### config.mk
export PLATFORM = sky130hd
export DESIGN_NAME = cons
export DESIGN_NICKNAME = d
export VERILOG_FILES = /design/src/rtl/cons.sv
export SDC_FILE = /design/constraint.sdc
export NUM_CORES = 1
export LEC_CHECK = 0
export ABC_AREA = 1
export CAP_MARGIN = 25
export CORE_UTILIZATION = 30
export DETAILED_ROUTE_END_ITERATION = 8
export HOLD_SLACK_MARGIN = 0.15
export SLEW_MARGIN = 20
export SYNTH_ARGS = -nofsm -noshare
export SYNTH_HDL_FRONTEND = slang
export SYNTH_SLANG_ARGS = --single-unit
export TNS_END_PERCENT = 20
### constraint.sdc
create_clock -name clk -period 4.1 [get_ports clk]
set_input_delay 0.82 -clock clk [delete_from_list [all_inputs] [get_ports clk]]
set_output_delay 0.82 -clock clk [all_outputs]
set_load 0.03 [all_outputs]
### src/rtl/cons.sv
// Burst accumulator: sums each run of valid bytes into a 4-entry FWFT result FIFO.
// Optional CONS_MAX_EN adds out_max, the largest byte of the burst at the FIFO head.
module cons (
    input  logic        clk,
    input  logic        rst_b,
    input  logic        val,
    input  logic [7:0]  data,
    input  logic        out_rdy,
    output logic        out_val,
    output logic [11:0] out_sum,
    output logic [3:0]  out_cnt,
    output logic        drop
`ifdef CONS_MAX_EN
    ,
    output logic [7:0]  out_max
`endif
);

    typedef enum logic {IDLE, ACC} state_t;

    state_t      state, state_nx;
    logic [11:0] sum, sum_nx;
    logic [3:0]  cnt, cnt_nx;
    logic [12:0] sum_add;
    logic        push;

    logic [11:0] mem_sum [4];
    logic [3:0]  mem_cnt [4];
    logic [1:0]  wptr, rptr;
    logic [2:0]  count;
    logic        pop, full, wr_en;

`ifdef CONS_MAX_EN
    logic [7:0]  mx, mx_nx;
    logic [7:0]  mem_max [4];
`endif

    always_comb begin
        state_nx = state;
        sum_nx   = sum;
        cnt_nx   = cnt;
        push     = 1'b0;
        sum_add  = {1'b0, sum} + {5'b0, data};
`ifdef CONS_MAX_EN
        mx_nx    = mx;
`endif
        case (state)
            IDLE: begin
                if (val) begin
                    sum_nx   = {4'b0, data};
                    cnt_nx   = 4'd1;
                    state_nx = ACC;
`ifdef CONS_MAX_EN
                    mx_nx    = data;
`endif
                end
            end
            ACC: begin
                if (val) begin
                    sum_nx = sum_add[12] ? 12'hfff : sum_add[11:0];
                    cnt_nx = (cnt == 4'hf) ? cnt : cnt + 4'd1;
`ifdef CONS_MAX_EN
                    mx_nx  = (data > mx) ? data : mx;
`endif
                end else begin
                    push     = 1'b1;
                    state_nx = IDLE;
                end
            end
            default: state_nx = IDLE;
        endcase
    end

    always_ff @(posedge clk or negedge rst_b) begin
        if (!rst_b) begin
            state <= IDLE;
            sum   <= '0;
            cnt   <= '0;
`ifdef CONS_MAX_EN
            mx    <= '0;
`endif
        end else begin
            state <= state_nx;
            sum   <= sum_nx;
            cnt   <= cnt_nx;
`ifdef CONS_MAX_EN
            mx    <= mx_nx;
`endif
        end
    end

    assign out_val = (count != 3'd0);
    assign pop     = out_val & out_rdy;
    assign full    = (count == 3'd4);
    // When full, wptr equals rptr, so a same-edge pop frees exactly the slot being written.
    assign wr_en   = push & (~full | pop);

    always_ff @(posedge clk or negedge rst_b) begin
        if (!rst_b) begin
            wptr  <= '0;
            rptr  <= '0;
            count <= '0;
            drop  <= 1'b0;
            for (int unsigned i = 0; i < 4; i++) begin
                mem_sum[i] <= '0;
                mem_cnt[i] <= '0;
`ifdef CONS_MAX_EN
                mem_max[i] <= '0;
`endif
            end
        end else begin
            drop <= push & full & ~pop;
            if (wr_en) begin
                mem_sum[wptr] <= sum;
                mem_cnt[wptr] <= cnt;
`ifdef CONS_MAX_EN
                mem_max[wptr] <= mx;
`endif
                wptr <= wptr + 2'd1;
            end
            if (pop)
                rptr <= rptr + 2'd1;
            case ({wr_en, pop})
                2'b10:   count <= count + 3'd1;
                2'b01:   count <= count - 3'd1;
                default: count <= count;
            endcase
        end
    end

    assign out_sum = mem_sum[rptr];
    assign out_cnt = mem_cnt[rptr];
`ifdef CONS_MAX_EN
    assign out_max = mem_max[rptr];
`endif

endmodule

==> out/results.tsv, run 1 <==
stage	metric	value	unit
final_layout	synth-to-layout area growth	14.8	%
final_layout	Layout Nets	537	
synth	number of synthesized flops with an enable pin	0	
clocking	Bufs on Longest Clock Path	2	
grt	largest net degree at the start of global routing	78	
final_layout	Register Area	0.00223	mm²
floorplan	die area	0.0167	mm²
routing	routed vias	3426	
worst_setup_path	Setup crit end kind	primary output	
final_layout	final core occ	35.2	%
worst_setup_path	Crit Path Class	reg -> out	
clocking	CTS HTree Levels	3	
place	PortBufs	29	
sta	Tmin final	3.28	ns
grt	first-pass GRT wire length	17700	µm
sta	setup_tns	0	ns
floorplan	Top Ports	30	
worst_setup_path	Critical Path AT	2.46	ns
sta	Clock Skew	0.00444	ns
clocking	CTS root buffer	clkbuf_16	
grt	initial antenna violation count	0	
final_layout	# fillers	1592	
pwr	VDD IR max	247	µV
routing	Routed Wire Length	10500	µm
synth	area leader, netlist	dfrtp_1	
synth	Post-synth ARST share	100	%
pwr	P_leak	2.51	nW
worst_setup_path	R2R Path Start	sum[0]	
routing	DR pass1 iterations	4	
worst_setup_path	crit-path max FO	20	
synth	main area contributors after synthesis	dfrtp_1 46%, mux2_4 15%, nand2_1 7.1%	
place	worst slack, placed	0.917	ns
sta	Final Hold Viols	0	
sta	final setup fails	0	
clocking	CTS Buf Count	9	
synth	Syn Std Cell Area	0.00485	mm²
final_layout	Antenna Cells	0	
worst_setup_path	Reg2Reg Setup Slack	1.84	ns
place	Placer Congestion	0.825	
sta	Max Clk Rate	0.305	GHz
sta	Worst Tran Pin Value	0.792	ns
grt	Overflow after GRT	0	
routing	wire per inst	14.4	µm
synth	Post-synth top flop	dfrtp_1	
synth	Ys Warns	0	
flow_run	maxcap violations	0	
worst_setup_path	critical path startpoint category	flip-flop	
sta	max-slew violations	0	
pwr	pwr dens	756	mW/mm²
sta	setup slack after layout	0.822	ns
sta	Relative slew margins	47.1	%
floorplan	Row Count	46	
floorplan	Core ar.	0.0158	mm²
worst_setup_path	critical path data required time	3.28	ns
clocking	clk slew on worst S/H paths	0.06	ns
grt	Total GRT Usage	13.8	%
synth	Mapped Cells	486	
floorplan	Die Width	129	µm
floorplan	Initial Util	30.7	%
min_path	HP Class	in -> async	
synth	post-synthesis sequential area ratio	45.9	%
clocking	number of post-CTS setup repair buffers	0	
synth	Seq cells post-synth	89	
sta	fin crit share	80.0	%
final_layout	share of layout cells above drive strength 1	15.0	%
worst_setup_path	end of the critical path	out_sum[4]	
worst_setup_path	crit path launch	rptr[0]	
routing	Vias/cell	4.70	
grt	vias in the first global route	3454	
synth	Syn Nets	514	
clocking	clk sink count	89	
synth	count of cell types in the netlist	29	
floorplan	die height	129	µm
synth	Post-Syn Area per Cell	9.99	µm²
routing	drt drc	0	
clocking	hold buffers post-CTS	0	
synth	share of the synthesized area in the top cell type	45.9	%
routing	drt initial violations	184	
worst_setup_path	R2R cell count	11	
clocking	CTS-repair resized insts	0	
clocking	clk_lat worst skew	0.34	ns
clocking	CTS tree	built	
final_layout	multi-input logic area	0.00231	mm²
sta	RSZ-0062 raised after global routing	no	
worst_setup_path	worst reg2reg path endpoint	sum[0]	
run_status	status	completed	
routing	antenna-violating nets left	0	
place	post-DP HPWL	7090	µm
==> where the power goes <==
group          switching, mW  internal, mW  total (mW)  leakage (nW)
registers              0.242          1.22        1.46          1.10
clock network          0.320         0.456       0.776         0.138
logic                   1.06         0.914        1.98          1.27
==> state kept, by name, indices dropped and copies added, names as in the netlist <==
name	flops
rptr	2
sum	12
mem_sum	48
cnt	4
mem_cnt	16
drop	1
state	1
wptr	2
count	3
==> logic make-up (layout without fill, tap and decap cells) <==
| kind of cell | count (synthesis) | after routing | synth area share (%) |
|---|---|---|---|
| simple gates | 171 | 171 | 15.2 |
| compound gates | 93 | 93 | 11.1 |
| flops | 89 | 89 | 45.9 |
| buf+inv | 58 | 85 | 6.49 |
| mux | 48 | 48 | 14.8 |
| fa+ha+maj | 16 | 16 | 4.43 |
| xor+xnor | 11 | 11 | 1.98 |
==> cell usage after synthesis (all sizes together) (4+ instances only) <==
library cell,count
nand2,92
dfrtp,89
nor2,57
mux2,48
o21ai,44
inv,35
o22ai,18
nand3,17
o21a,17
ha,14
clkbuf,12
a21oi,11
buf,10
xnor2,6
xor2,5
nand4,4
==> critical path: stages, from the launching register on <==
cell and delay (ns):
dfrtp_1 0.41, inv_1 0.32, buf_4 0.32, o21ai_0 0.11, o22ai_1 0.23, clkdlybuf4s50_1 0.73
==> layout by cell type, fill, tap and decap left out, types with 5 or more instances in the layout <==
cell,instances
nand2_1,92
dfrtp_1,89
xor2_1,5
nor2_4,5
mux2_4,48
xnor2_1,6
o21a_1,17
buf_4,5
o21ai_0,42
clkdlybuf4s50_1,28
nor2_1,51
inv_1,34
a21oi_1,11
ha_1,14
o22ai_1,18
clkbuf_16,9
nand3_1,15
==> per-stage QoR <==
step	instance area, µm²	cells	hold WS (ns)	power (mW)
after floorplan	4850	486	0.459	2.84
after global placement	5260	713	0.471	3.41
after detailed placement	5260	713	0.474	3.46
after CTS	5550	728	0.488	4.25
after global routing	5570	729	0.390	4.51
final	5570	729	0.373	4.21
==> cell type report <==
class | instances | area share (%)
flip-flops and latches | 89 | 40.0
inverters | 36 | 2.42
well taps | 216 | 4.85
multi-input cells | 339 | 41.5
clock inverters | 2 | 0.225
repair buffers | 34 | 6.20
clock buffers | 13 | 4.85
==> how the worst min path moves through the flow <==
stage | start | end | cells past startpoint
6_report | rst_b | mem_sum[36] | 1
4_1_cts | mem_sum[20] | mem_sum[20] | 1
2_1_floorplan | mem_sum[13] | mem_sum[13] | 1
5_1_grt | rst_b | mem_sum[36] | 1
3_5_place_dp | mem_sum[25] | mem_sum[25] | 1
3_3_place_gp | mem_sum[13] | mem_sum[13] | 1
==> routing by layer <==
layer / routed length [µm] / vias up / GRT usage, %
met5: 0 / - / 0
met4: 134 / 0 / 3.88
met3: 348 / 12 / 3.34
met2: 4890 / 48 / 22.2
met1: 5150 / 1703 / 18.4
li1: - / 1663 / -
Note: power is estimated with default switching activity, not from simulation.
==> run 2, diff against run 1 <==
Clock period 4.1 ns to 3 ns, I/O delays scaled along.
==> out/results.tsv, run 2 (synthesis results as in run 1) <==
stage	metric	value	unit	change
sta	setup_tns	0	ns	unchanged
routing	wire per inst	15.0	µm	+3.9%
grt	Total GRT Usage	14.7	%	+0.95 points
clocking	CTS HTree Levels	3		unchanged
grt	grt met2 use	23.8	%	+1.6 points
floorplan	Initial Util	30.7	%	unchanged
pwr	switching share of total power	38.4	%	-0.14 points
clocking	Bufs on Longest Clock Path	2		unchanged
place	post-DP HPWL	7660	µm	+7.9%
pwr	Internal	3.64	mW	+40%
clocking	number of post-CTS setup repair buffers	0		unchanged
routing	antenna-violating nets left	0		unchanged
floorplan	die area	0.0167	mm²	unchanged
grt	met3 usage	4.00	%	+0.66 points
pwr	pwr dens	1050	mW/mm²	+39%
grt	initial antenna violation count	0		unchanged
worst_setup_path	critical path startpoint category	flip-flop		
final_layout	largest registers	mem_sum (48), mem_cnt (16), sum (12)		
sta	fin crit share	91.6	%	
pwr	Psw	2.27	mW	+40%
floorplan	die height	129	µm	unchanged
sta	Clock Skew	0.00874	ns	+0.00430 ns
clocking	hold buffers post-CTS	0		unchanged
floorplan	Die Width	129	µm	unchanged
grt	first-pass GRT wire length	18800	µm	+6.0%
final_layout	most common cell after layout, fill and taps aside	nand2_1		
clocking	clk sink count	89		unchanged
sta	Worst Tran Pin Value	0.677	ns	-0.114 ns
floorplan	Top Ports	30		unchanged
final_layout	max reg flops	48		unchanged
final_layout	multi-input logic area	0.00231	mm²	unchanged
flow_run	maxcap violations	0		unchanged
pwr	P_leak	2.58	nW	+2.7%
clocking	CTS tree	built		
routing	DR pass1 iterations	6		+2
pwr	Total Power	5.90	mW	+40%
final_layout	Layout Nets	546		+1.7%
sta	max-slew violations	0		unchanged
sta	WHS	0.279	ns	-0.0940 ns
clocking	clk_lat worst skew	0.34	ns	about the same
sta	final setup fails	0		unchanged
place	PortBufs	29		unchanged
final_layout	most frequent cells in the layout	92 x nand2_1, 89 x dfrtp_1, 51 x nor2_1, 48 x mux2_4, 42 x o21ai_0		
grt	Overflow after GRT	0		unchanged
pwr	Gate power share	45.7	%	-1.2 points
place	Placer Congestion	0.841		+1.9%
pwr	Seq pwr share	34.0	%	-0.7 points
min_path	HP Class	in -> async		
final_layout	share of layout cells above drive strength 1	18.2	%	+3.2 points
routing	drt initial violations	222		+21%
clocking	CTS Buf Count	9		unchanged
worst_setup_path	Setup crit end kind	primary output		
sta	Tmin final	2.75	ns	
final_layout	Register Area	0.00223	mm²	unchanged
worst_setup_path	Crit Path Class	reg -> out		
routing	routed vias	3475		+1.4%
pwr	VDD IR max	332	µV	+35%
sta	Relative slew margins	54.8	%	+7.7 points
grt	largest net degree at the start of global routing	50		-36%
sta	Max Clk Rate	0.364	GHz	
clocking	CTS-repair resized insts	0		unchanged
final_layout	Antenna Cells	0		unchanged
worst_setup_path	crit-path max FO	10		-50%
routing	Vias/cell	4.70		about the same
grt	vias in the first global route	3592		+4.0%
run_status	status	completed		
routing	Routed Wire Length	11100	µm	+5.3%
final_layout	# fillers	1570		-1.4%
grt	met1 GRT Util	19.5	%	+1.1 points
worst_setup_path	Critical Path AT	2.15	ns	-0.31 ns
routing	drt drc	0		unchanged
worst_setup_path	cells along the critical path	inv_1 > buf_4 > o21ai_0 > o22ai_1 > clkdlybuf4s50_1		
grt	global route hottest layer	met2		
clocking	CTS root buffer	clkbuf_16		
worst_setup_path	Max stage delay on crit path	0.72	ns	about the same
floorplan	Row Count	46		unchanged
worst_setup_path	CP max-delay cell	clkdlybuf4s50_1		
worst_setup_path	critical path data required time	2.40	ns	-0.88 ns
floorplan	Core ar.	0.0158	mm²	unchanged
clocking	clk slew on worst S/H paths	0.07	ns	about the same
pwr	Clk pwr share	20.3	%	+1.9 points
final_layout	Biggest register	mem_sum		
sta	RSZ-0062 raised after global routing	no		
sta	Final Hold Viols	0		unchanged
final_layout	synth-to-layout area growth	16.2	%	
[run 2: power by group through the flow]
stage	Clock (mW)	Combinational (mW)	Sequential [mW]
after floorplan	0	1.97	1.90
after global placement	0	2.67	1.99
after detailed placement	0	2.74	2.02
after CTS	1.23	2.74	2.00
after global routing	1.28	2.96	2.07
final	1.20	2.70	2.00
[run 2: area by class of cell]
cell class,count,share of cell area (%)
flip-flops and latches,89,39.5
repair buffers,43,6.75
inverters,36,2.40
clock inverters,4,1.38
clock buffers,12,4.19
well taps,216,4.79
multi-input cells,339,41.0
[run 2: critical path: cells and delay by family (launching register included)]
family	cells	cell delay, ns
compound gates	2	0.29
buf+inv	3	1.14
flops	1	0.37
[run 2: per-stage QoR]
step	util, %	cells	setup slack (ns)	area (µm²)
after floorplan	-	486	0.954	4850
after global placement	33.6	723	0.388	5330
after detailed placement	33.6	723	0.309	5330
after CTS	35.6	739	0.222	5640
after global routing	35.6	739	0.151	5640
final	35.6	739	0.252	5640
[run 2: path summary, 6_finish.rpt]
kind / from / to / slack, ns / cells past startpoint
setup / recovery: rptr[1] / out_sum[4] / 0.25 / 5
min in group clk: mem_sum[35] / mem_sum[35] / 0.48 / 1
hold reg to reg: mem_sum[35] / mem_sum[35] / 0.48 / 1
setup reg to reg: sum[0] / sum[0] / 0.80 / 11
hold / removal: rst_b / mem_sum[2] / 0.28 / 1
max in group asynchronous: rst_b / sum[6] / 2.07 / 2
[run 2: per-layer routing]
| layer | vias to the layer above | share of wire [%] |
|---|---|---|
| met5 | - | 0 |
| li1 | 1690 | - |
| met2 | 67 | 47 |
| met3 | 11 | 4.2 |
| met4 | 0 | 1.2 |
| met1 | 1707 | 48 |
==> run 3, diff against run 2 <==
Settings changed: HOLD_SLACK_MARGIN 0.15 to unset, SKIP_CTS_REPAIR_TIMING set to 1.
==> results of run 3 <==
Final layout, timing and power as in run 2 (identical DEF).
